File: src/rtl/axi_ready_policy_ctrl_if.sv
// Channel handshake bundle for axi_ready_policy_ctrl: VALID from the
// transmitting side, READY generated by the policy controller.
interface axi_ready_policy_ctrl_if;
  logic valid;
  logic ready;

  // The side that drives VALID and observes READY.
  modport master (output valid, input ready);
  // The READY generator: observes VALID and drives READY.
  modport slave  (input valid, output ready);
endinterface

File: src/rtl/axi_ready_policy_ctrl.sv
// axi_ready_policy_ctrl: READY generator for one AXI channel with a run-time
// selectable back-pressure policy (NOBP, FIXED, RANDOM, SWITCH) and a
// saturating handshake counter.
// Optional build macro AXI_READY_STATS_EN enables the stall counter; without
// it stall_cnt is tied to zero.
module axi_ready_policy_ctrl #(
  parameter int unsigned CNT_W    = 16,
  parameter logic [3:0]  LOW_MASK = 4'hF,
  parameter logic [15:0] SEED     = 16'hACE1
) (
  input  logic                   aclk,
  input  logic                   aresetn,
  input  logic                   cfg_load,
  input  logic [1:0]             cfg_policy,
  input  logic [7:0]             cfg_low_cycles,
  input  logic [7:0]             cfg_high_beats,
  input  logic [CNT_W-1:0]       cfg_switch_beats,
  axi_ready_policy_ctrl_if.slave chan,
  output logic [CNT_W-1:0]       beat_cnt,
  output logic [1:0]             policy_active,
  output logic [CNT_W-1:0]       stall_cnt
);

  typedef enum logic [1:0] {POL_NOBP, POL_FIXED, POL_RANDOM, POL_SWITCH} policy_e;
  typedef enum logic {S_LOW, S_HIGH} state_e;

  // An all-zero LFSR would lock up, so a zero seed is replaced.
  localparam logic [15:0] SEED_EFF = (SEED == 16'h0000) ? 16'h0001 : SEED;
  localparam logic [CNT_W-1:0] CNT_ONE = {{(CNT_W-1){1'b0}}, 1'b1};

  state_e           state_q, state_d;
  policy_e          pol_q, pol_d;
  policy_e          pol_load;
  logic [7:0]       cnt_q, cnt_d;
  logic [7:0]       low_q, low_d;
  logic [7:0]       high_q, high_d;
  logic [CNT_W-1:0] switch_q, switch_d;
  logic [15:0]      lfsr_q, lfsr_d;
  logic [3:0]       rand_low_q, rand_low_d;
  logic [CNT_W-1:0] beat_q, beat_d;
  logic             ready_q, ready_d;
  logic [1:0]       pact_q, pact_d;

  logic             hs;
  logic [3:0]       lfsr_low;
  logic [CNT_W-1:0] beat_inc;
  logic             sw_rand;
  logic             rand_mode;
  logic [7:0]       cur_low;
  logic [7:0]       load_low;

  assign hs        = chan.valid & ready_q;
  assign lfsr_low  = lfsr_q[3:0] & LOW_MASK;
  assign beat_inc  = (hs && (beat_q != '1)) ? beat_q + CNT_ONE : beat_q;
  // SWITCH turns random as soon as the count (including this beat) reaches
  // the threshold, so READY can drop right after the threshold handshake.
  assign sw_rand   = (beat_inc >= switch_q);
  assign rand_mode = (pol_q == POL_RANDOM) || ((pol_q == POL_SWITCH) && sw_rand);
  assign cur_low   = rand_mode ? {4'b0000, rand_low_q} : low_q;
  // Galois LFSR, x^16+x^14+x^13+x^11, shifting right.
  assign lfsr_d    = {1'b0, lfsr_q[15:1]} ^ ({16{lfsr_q[0]}} & 16'hB400);
  assign pol_load  = policy_e'(cfg_policy);

  // Next-state logic for the READY FSM, counters and latched configuration.
  always_comb begin
    state_d    = state_q;
    pol_d      = pol_q;
    cnt_d      = cnt_q;
    low_d      = low_q;
    high_d     = high_q;
    switch_d   = switch_q;
    rand_low_d = rand_low_q;
    beat_d     = beat_inc;
    pact_d     = pact_q;
    load_low   = 8'd0;

    if (cfg_load) begin
      // Reconfiguration wins over anything in flight, including this beat.
      pol_d      = pol_load;
      low_d      = cfg_low_cycles;
      high_d     = (cfg_high_beats == 8'd0) ? 8'd1 : cfg_high_beats;
      switch_d   = cfg_switch_beats;
      rand_low_d = lfsr_low;
      cnt_d      = 8'd0;
      beat_d     = '0;
      case (pol_load)
        POL_NOBP:   load_low = 8'd0;
        POL_FIXED:  load_low = cfg_low_cycles;
        POL_RANDOM: load_low = {4'b0000, lfsr_low};
        POL_SWITCH: load_low = (cfg_switch_beats == '0) ? {4'b0000, lfsr_low} : 8'd0;
        default:    load_low = 8'd0;
      endcase
      state_d = (load_low != 8'd0) ? S_LOW : S_HIGH;
      if (pol_load == POL_SWITCH)
        pact_d = (cfg_switch_beats == '0) ? 2'd2 : 2'd0;
      else
        pact_d = cfg_policy;
    end else begin
      if (pol_q == POL_SWITCH)
        pact_d = sw_rand ? 2'd2 : 2'd0;
      else
        pact_d = pol_q;

      case (state_q)
        S_LOW: begin
          if (!rand_mode && (pol_q != POL_FIXED)) begin
            // NOBP behaviour (also the first cycle after reset).
            state_d = S_HIGH;
            cnt_d   = 8'd0;
          end else if (cur_low == 8'd0) begin
            state_d = S_HIGH;
            cnt_d   = 8'd0;
          end else if (chan.valid) begin
            // Low time is measured in cycles the master is actually waiting.
            if (cnt_q == cur_low - 8'd1) begin
              state_d = S_HIGH;
              cnt_d   = 8'd0;
            end else begin
              cnt_d = cnt_q + 8'd1;
            end
          end
        end
        S_HIGH: begin
          if (hs) begin
            if (pol_q == POL_FIXED) begin
              if (cnt_q == high_q - 8'd1) begin
                cnt_d   = 8'd0;
                state_d = (low_q != 8'd0) ? S_LOW : S_HIGH;
              end else begin
                cnt_d = cnt_q + 8'd1;
              end
            end else if (rand_mode) begin
              // One beat per high phase, then a fresh random gap.
              rand_low_d = lfsr_low;
              cnt_d      = 8'd0;
              state_d    = (lfsr_low != 4'd0) ? S_LOW : S_HIGH;
            end
          end
        end
        default: state_d = S_LOW;
      endcase
    end

    ready_d = (state_d == S_HIGH);
  end

  // State and configuration registers.
  always_ff @(posedge aclk or negedge aresetn) begin
    if (!aresetn) begin
      state_q    <= S_LOW;
      pol_q      <= POL_NOBP;
      cnt_q      <= 8'd0;
      low_q      <= 8'd0;
      high_q     <= 8'd1;
      switch_q   <= '0;
      lfsr_q     <= SEED_EFF;
      rand_low_q <= 4'd0;
      beat_q     <= '0;
      ready_q    <= 1'b0;
      pact_q     <= 2'd0;
    end else begin
      state_q    <= state_d;
      pol_q      <= pol_d;
      cnt_q      <= cnt_d;
      low_q      <= low_d;
      high_q     <= high_d;
      switch_q   <= switch_d;
      lfsr_q     <= lfsr_d;
      rand_low_q <= rand_low_d;
      beat_q     <= beat_d;
      ready_q    <= ready_d;
      pact_q     <= pact_d;
    end
  end

  assign chan.ready    = ready_q;
  assign beat_cnt      = beat_q;
  assign policy_active = pact_q;

`ifdef AXI_READY_STATS_EN
  logic [CNT_W-1:0] stall_q, stall_d;

  always_comb begin
    stall_d = stall_q;
    if (cfg_load)
      stall_d = '0;
    else if (chan.valid && !ready_q && (stall_q != '1))
      stall_d = stall_q + CNT_ONE;
  end

  // Saturating count of cycles where the master waits on READY.
  always_ff @(posedge aclk or negedge aresetn) begin
    if (!aresetn)
      stall_q <= '0;
    else
      stall_q <= stall_d;
  end

  assign stall_cnt = stall_q;
`else
  assign stall_cnt = '0;
`endif

endmodule

File: src/flat_wrapper.sv
// flat-port wrapper written by rule: the top's interface ports become plain ports
module axi_ready_policy_ctrl_flat 
#(
  parameter int unsigned CNT_W    = 16,
  parameter logic [3:0]  LOW_MASK = 4'hF,
  parameter logic [15:0] SEED     = 16'hACE1
)
  (aclk, aresetn, cfg_load, cfg_policy, cfg_low_cycles, cfg_high_beats, cfg_switch_beats, beat_cnt, policy_active, stall_cnt, chan_valid, chan_ready);
  axi_ready_policy_ctrl_if chan_i ();
  input  logic aclk;
  input  logic aresetn;
  input  logic cfg_load;
  input  logic [1:0] cfg_policy;
  input  logic [7:0] cfg_low_cycles;
  input  logic [7:0] cfg_high_beats;
  input  logic [CNT_W-1:0] cfg_switch_beats;
  output logic [CNT_W-1:0] beat_cnt;
  output logic [1:0] policy_active;
  output logic [CNT_W-1:0] stall_cnt;
  input wire logic [$bits(chan_i.valid)-1:0] chan_valid;
  output wire logic [$bits(chan_i.ready)-1:0] chan_ready;
  assign chan_i.valid = chan_valid;
  assign chan_ready = chan_i.ready;
  axi_ready_policy_ctrl #(.CNT_W(CNT_W), .LOW_MASK(LOW_MASK), .SEED(SEED)) u_core (.aclk(aclk), .aresetn(aresetn), .cfg_load(cfg_load), .cfg_policy(cfg_policy), .cfg_low_cycles(cfg_low_cycles), .cfg_high_beats(cfg_high_beats), .cfg_switch_beats(cfg_switch_beats), .chan(chan_i), .beat_cnt(beat_cnt), .policy_active(policy_active), .stall_cnt(stall_cnt));
endmodule
File: config.mk
export PLATFORM = sky130hd
export DESIGN_NAME = axi_ready_policy_ctrl_flat
export DESIGN_NICKNAME = d
export VERILOG_FILES = /design/src/rtl/axi_ready_policy_ctrl_if.sv /design/src/rtl/axi_ready_policy_ctrl.sv /design/src/flat_wrapper.sv
export SDC_FILE = /design/constraint.sdc
export NUM_CORES = 1
export LEC_CHECK = 0
export ABC_AREA = 1
export CORE_AREA = 5 5 106 108
export CTS_BUF_LIST = sky130_fd_sc_hd__clkbuf_8 sky130_fd_sc_hd__clkbuf_16
export CTS_CLUSTER_DIAMETER = 200
export DETAILED_ROUTE_END_ITERATION = 8
export DIE_AREA = 0 0 111 113
export PLACE_DENSITY = 0.75
export SLEW_MARGIN = 20
export SYNTH_ARGS = -nofsm -noshare
export SYNTH_HDL_FRONTEND = slang
export SYNTH_SLANG_ARGS = --single-unit
File: constraint.sdc
create_clock -name aclk -period 4 [get_ports aclk]
set_clock_uncertainty 0.05 [all_clocks]
set_input_delay 0.6 -clock aclk [delete_from_list [all_inputs] [get_ports aclk]]
set_output_delay 0.6 -clock aclk [all_outputs]
set_load 0.02 [all_outputs]
==> out/results.tsv, run 1 <==
stage	metric	value	unit
status	outcome	finished with violations	
status	failing checks	negative setup slack	
logic_synthesis	sequential share of the synthesized area	42.0	%
clock_network	Num CTS Buffers	9	
worst_setup_path	Top Family by Delay on Critical Path	simple AND/OR/NAND/NOR gates	
job	Max Cap Viol	0	
final_layout	nets	784	
route	via count	4233	
final_layout	most frequent cells in the layout	131 x nand2_1, 87 x inv_1, 71 x buf_4	
logic_synthesis	yosys warns	0	
logic_synthesis	Distinct cells, synth	48	
clock_network	clk root buf	clkbuf_8	
logic_synthesis	Post-synth EDFFs	0	
final_layout	fin cells	866	
global_route	global-route wire length before repair	19.8	mm
logic_synthesis	mapped cell area	0.00485	mm^2
place	Routability Congestion	0.963	
place	Port Buf Inserts	56	
route	Pre-antenna DRT Iters	4	
floorplan	Die ar.	0.0125	mm^2
logic_synthesis	ys async rst share	100	%
logic_synthesis	Mean Syn Cell Area	8.05	um^2
floorplan	core region area	0.0101	mm^2
place	Post-DP HPWL	8.98	mm
global_route	Total Routing Usage GR	19.4	%
floorplan	Die X	111	um
sta	fraction of the cycle the final worst path needs	106	%
worst_setup_path	CP peak stage delay	430	ps
place	pre-CTS setup slack	-807	ps
pwr	Lkg Pwr	3.26	nW
global_route	initial antenna violation count	0	
worst_hold_path	Hold WC Path Type	input pin to async pin	
floorplan	Row Count	37	
logic_synthesis	biggest area consumer among synthesized cells	dfrtp_1	
route	drt wl/cell	13.6	um
worst_setup_path	crit path kind	register to register	
worst_setup_path	crit-path max FO	6	
place	placed cell count	844	
worst_setup_path	most frequent CP cell	nand2_4	
pwr	worst vdd ir	0.348	mV
sta	RSZ-0062 raised after global routing	yes	
floorplan	Starting Density	47.8	%
route	initial DRC count	195	
route	ANT nets after route	0	
final_layout	Antenna diodes	0	
route	DRT Wirelength	11.8	mm
sta	Slew Viols, Final	0	
logic_synthesis	post-synthesis cell count	602	
logic_synthesis	largest cells by area after synthesis	dfrtp_1 37%, nand2_1 11%, inv_1 6.7%	
floorplan	Die Ht	113	um
logic_synthesis	#FFs+latches synth	81	
worst_setup_path	critical path's slowest cell	dfrtp_2	
logic_synthesis	post-synth top area share	37.2	%
sta	Final Setup Violations	9	
worst_setup_path	crit path capture type	register	
pwr	pwr dens	321	mW/mm^2
sta	Final Hold Fails	0	
worst_setup_path	CP Launch Type	register	
clock_network	worst skew pair latency	360	ps
sta	Final min period	4230	ps
sta	worst rel slew slack	50.2	%
sta	fmax	0.236	GHz
clock_network	TritonCTS clock tree	built	
final_layout	Area Overhead vs Synth	31.8	%
clock_network	CTS max path bufs	2	
route	DR vias/cell	4.89	
worst_setup_path	Buf+Inv Stages, Crit Path	2	
clock_network	clock tree sinks	81	
final_layout	share of cells above drive strength 1	22.7	%
global_route	total gr overflow	0	
final_layout	most common cell after layout, fill and taps aside	nand2_1	
sta	worst setup margin	-233	ps
worst_setup_path	WP data arrival	4430	ps
logic_synthesis	prevailing post-synth register cell	dfrtp_1	
clock_network	clk slew on worst S/H paths	80	ps
sta	setup tns final	-1810	ps
global_route	largest net degree at the start of global routing	84	
clock_network	CTS H-tree depth	3	
sta	slew of the pin with the lowest slew margin	747	ps
route	DRC Markers	0	
global_route	number of global-route vias before repair	4260	
floorplan	# IOs	73	
final_layout	Final Util	63.0	%
worst_setup_path	worst path required time	4200	ps
==> cells in the mapped netlist, drive strengths merged (2+ instances only) <==
master	number
o21bai	2
dfrtp	72
inv	92
buf	21
nor4	6
o211ai	2
ha	21
nor2	50
nand4	10
clkbuf	8
a21oi	11
xor2	28
nand3	39
dfstp	9
xnor2	3
nor3	9
o21ai	40
clkinv	3
nand3b	4
or4	2
nand2	157
o22ai	2
and2	3
==> final timing paths <==
check                              startpoint               end  slack, ps  cells past startpoint
setup reg to reg           u_core.beat_cnt[0]   u_core.cnt_q[0]       -230                     35
max in group asynchronous             aresetn  u_core.high_q[0]       2820                      2
hold / removal                        aresetn   u_core.cnt_q[6]        220                      1
setup / recovery           u_core.beat_cnt[0]   u_core.cnt_q[0]       -230                     35
hold reg to reg              u_core.lfsr_q[9]  u_core.lfsr_q[8]        290                      0
min in group aclk            u_core.lfsr_q[9]  u_core.lfsr_q[8]        290                      0
==> state kept, by name, summed over array words and instances (netlist names) <==
| register | cells |
|---|---|
| u_core.beat_cnt | 16 |
| u_core.cnt_q | 8 |
| u_core.high_q | 8 |
| u_core.lfsr_q | 16 |
| u_core.low_q | 8 |
| u_core.pol_q | 2 |
| u_core.policy_active | 2 |
| u_core.rand_low_q | 4 |
| u_core.state_q | 1 |
| u_core.switch_q | 16 |
==> worst register-to-register path: cells and delay by family (launching register included) <==
family          cells  cell delay [ps]
simple gates       27             2460
flops               1              430
xor+xnor            2              270
compound gates      1              150
buf+inv             2              140
fa+ha+maj           3              640
==> cell families (layout without fill, tap and decap cells) <==
family                     after synthesis  count (layout)  synth area share (%)
AOI/OAI and AO/OA                       60              60                  6.76
xor gates and xnor gates                31              31                  6.07
adders and majority gates               21              21                  5.42
buffers and inverters                  124             237                  11.3
DFF                                     81              81                  42.0
other                                    1              16                0.0774
and+or+nand+nor                        284             284                  28.3
==> metal layers <==
layer / track usage [%] / share of wire [%] / up-vias
li1: - / - / 2114
met1: 24.6 / 43 / 2004
met2: 33.1 / 51 / 106
met3: 3.96 / 4.9 / 9
met4: 6.57 / 0.98 / 0
met5: 0 / 0 / -
==> where the power goes <==
group	internal, mW	switching [mW]	total (mW)
combinational	0.197	0.273	0.469
sequential	0.861	0.0323	0.893
clock	0.406	0.282	0.688
total	1.46	0.587	2.05
==> repair_timing <==
item / in CTS / in global routing
setup buffers: 2 / 4
pin swaps: 9 / 6
endpoints found under the setup margin: 9 / 11
cloned: 0 / 0
gates resized for setup: 5 / 13
hold buffers: 0 / 0
==> area by class of cell <==
cell class	instances	area (um^2)
Inverter	95	362
Clock inverter	7	105
Fill cell	817	3750
Sequential cell	81	2040
Multi-Input combinational cell	412	2510
Tap cell	136	170
Clock buffer	9	124
Timing Repair Buffer	126	1080
==> metrics by stage <==
stage	cell area (um^2)	total power, mW	hold WS (ps)
floorplan	5040	1.20	254
global placement	6050	1.35	284
detailed placement	6050	1.36	291
CTS	6310	2.06	241
global route	6390	2.17	279
finish	6390	2.05	223
Power figures use the tool's default switching activity.
==> run 2: changes to the inputs <==
--- a/config.mk
+++ b/config.mk
@@ -6,6 +6,7 @@
 export NUM_CORES = 1
 export LEC_CHECK = 0
 export ABC_AREA = 1
+export ABC_CLOCK_PERIOD_IN_PS = 4000
 export CORE_AREA = 5 5 106 108
 export CTS_BUF_LIST = sky130_fd_sc_hd__clkbuf_8 sky130_fd_sc_hd__clkbuf_16
 export CTS_CLUSTER_DIAMETER = 200
==> results of run 2 <==
No change in the layout: final DEF, timing and power equal those of run 1.
==> run 3: changes to the inputs <==
--- a/config.mk
+++ b/config.mk
@@ -7,11 +7,11 @@
 export LEC_CHECK = 0
 export ABC_AREA = 1
 export ABC_CLOCK_PERIOD_IN_PS = 4000
-export CORE_AREA = 5 5 106 108
+export CORE_AREA = 2 2 103 105
 export CTS_BUF_LIST = sky130_fd_sc_hd__clkbuf_8 sky130_fd_sc_hd__clkbuf_16
 export CTS_CLUSTER_DIAMETER = 200
 export DETAILED_ROUTE_END_ITERATION = 8
-export DIE_AREA = 0 0 111 113
+export DIE_AREA = 0 0 105 107
 export PLACE_DENSITY = 0.75
 export SLEW_MARGIN = 20
 export SYNTH_ARGS = -nofsm -noshare
==> out/results.tsv, run 3 (synthesized netlist as in run 1, its figures left out) <==
stage	metric	value	unit
worst_setup_path	R2R Setup Slk	-190	ps
sta	Final Setup Violations	9	
worst_hold_path	worst hold path stage count	0	
clock_network	CTS H-tree depth	3	
sta	fraction of the cycle the final worst path needs	105	%
floorplan	Row Count	37	
global_route	largest net degree at the start of global routing	84	
sta	Slew Viols, Final	0	
route	initial DRC count	146	
job	Max Cap Viol	0	
global_route	initial antenna violation count	0	
floorplan	# IOs	73	
pwr	cell internal pwr	1.42	mW
route	DRC Markers	0	
sta	Final min period	4190	ps
sta	Final Hold Fails	0	
pwr	worst vdd ir	0.217	mV
floorplan	Die ar.	0.0112	mm^2
place	Routability Congestion	0.899	
pwr	sw frac	29.6	%
worst_setup_path	R2R Path Start	u_core.beat_cnt[1]	
pwr	Lkg Pwr	3.24	nW
clock_network	worst skew pair latency	370	ps
route	Pre-antenna DRT Iters	4	
global_route	global-route wire length before repair	19.5	mm
sta	fmax	0.239	GHz
worst_setup_path	terminus of the critical flop-to-flop path	u_core.cnt_q[2]	
pwr	Seq pwr share	44.4	%
pwr	Clk pwr share	32.7	%
sta	worst rel slew slack	35.3	%
final_layout	number of fill cells	862	
worst_setup_path	crit path capture type	register	
clock_network	clk slew on worst S/H paths	80	ps
worst_setup_path	worst path required time	4220	ps
worst_setup_path	critical path's slowest cell	dfrtp_2	
floorplan	core region area	0.0101	mm^2
global_route	total gr overflow	0	
clock_network	Num CTS Buffers	9	
place	Port Buf Inserts	56	
final_layout	Area Overhead vs Synth	31.2	%
worst_setup_path	CP Launch Type	register	
final_layout	Antenna diodes	0	
worst_setup_path	path depth of the worst reg2reg path	36	
final_layout	nets	781	
place	placed cell count	839	
route	ANT nets after route	0	
final_layout	fin cells	863	
clock_network	clk root buf	clkbuf_8	
final_layout	share of cells above drive strength 1	22.4	%
status	outcome	finished with violations	
worst_setup_path	crit-path max FO	6	
worst_hold_path	Hold WC Path Type	register to register	
final_layout	Register Area	0.00204	mm^2
worst_setup_path	crit path kind	register to register	
worst_setup_path	WP data arrival	4410	ps
route	DR vias/cell	4.87	
sta	slew of the pin with the lowest slew margin	970	ps
route	DRT Wirelength	11.5	mm
worst_hold_path	Worst Hold End	u_core.lfsr_q[6]	
floorplan	Die Ht	107	um
global_route	number of global-route vias before repair	4287	
sta	setup tns final	-1350	ps
worst_hold_path	Hold Crit Start	u_core.lfsr_q[7]	
clock_network	CTS max path bufs	2	
worst_setup_path	CP peak stage delay	430	ps
clock_network	TritonCTS clock tree	built	
pwr	pwr dens	316	mW/mm^2
floorplan	Die X	105	um
place	Post-DP HPWL	8.55	mm
final_layout	most frequent cells in the layout	133 x nand2_1, 89 x inv_1, 70 x dfrtp_1	
route	via count	4200	
sta	worst setup margin	-192	ps
floorplan	Starting Density	48.0	%
sta	RSZ-0062 raised after global routing	yes	
pwr	switching power total	594	uW
status	failing checks	negative setup slack	
pwr	combinational power share	22.9	%
global_route	Total Routing Usage GR	21.9	%
clock_network	clock tree sinks	81	
final_layout	most common cell after layout, fill and taps aside	nand2_1	
final_layout	multi-input logic area	0.00252	mm^2
route	drt wl/cell	13.3	um
## run 3: cell count changes in the layout (fill, tap and decap cells not counted), sizes merged
cell    previous run  this run
bufinv             3         2
buf               72        69
inv               96        95
clkinv             3         4
clkbuf             9        10
## run 3: layer usage
metal	part of all wire (%)	GRT usage, %
met3	4.7	4.01
met2	50	39.0
met1	43	26.4
met5	0	0
met4	2.3	8.29
## run 3: area by class of cell
class	count	area share, %
clock buffer	10	2.16
clock inverter	6	1.20
inverter	95	5.65
multi-input combinational	412	39.6
sequential	81	32.1
tap	136	2.68
timing repair buffer	123	16.6
## run 3: repair_timing
item,in CTS,in global routing
hold buffers,0,0
resized for setup,8,10
pin swaps,14,7
endpoints found under the setup margin,9,9
buffers inserted,7,1
## run 3: worst max path at each step
| stage | start | end | slack [ps] | cells after the start |
|---|---|---|---|---|
| final | u_core.beat_cnt[1] | u_core.cnt_q[2] | -190 | 36 |
| after global placement | chan_valid | u_core.cnt_q[6] | -650 | 33 |
| after global routing | u_core.beat_cnt[1] | u_core.cnt_q[2] | -590 | 35 |
| after detailed placement | chan_valid | u_core.cnt_q[5] | -800 | 35 |
| after floorplan | u_core.beat_cnt[0] | u_core.cnt_q[3] | -110 | 35 |
| after CTS | u_core.beat_cnt[1] | u_core.cnt_q[5] | -160 | 35 |
## run 3: critical path, delay by kind of cell, from the launching register on
| family | cells | cell delay [ps] |
|---|---|---|
| AOI/OAI and AO/OA | 1 | 150 |
| buffers and inverters | 3 | 180 |
| and+or+nand+nor | 28 | 2560 |
| xor gates and xnor gates | 1 | 140 |
| DFF | 1 | 430 |
| adders and majority gates | 3 | 590 |
## run 3: per-stage QoR
step	total power [mW]	worst slack (ps)	util [%]	instance area, um^2	hold slack (ps)
after floorplan	1.20	-114	-	5040	254
after global placement	1.34	-650	59.6	6010	289
after detailed placement	1.35	-799	59.6	6010	298
after CTS	2.01	-163	62.5	6310	314
after global routing	2.12	-589	63.0	6360	316
final	2.01	-192	63.0	6360	308
## run 3: power by group through the flow
stage / Clock, mW / Sequential (mW) / Combinational [mW]
2_1_floorplan: 0 / 0.907 / 0.294
3_3_place_gp: 0 / 0.907 / 0.433
3_5_place_dp: 0 / 0.907 / 0.445
4_1_cts: 0.665 / 0.892 / 0.454
5_1_grt: 0.701 / 0.896 / 0.521
6_report: 0.657 / 0.892 / 0.461
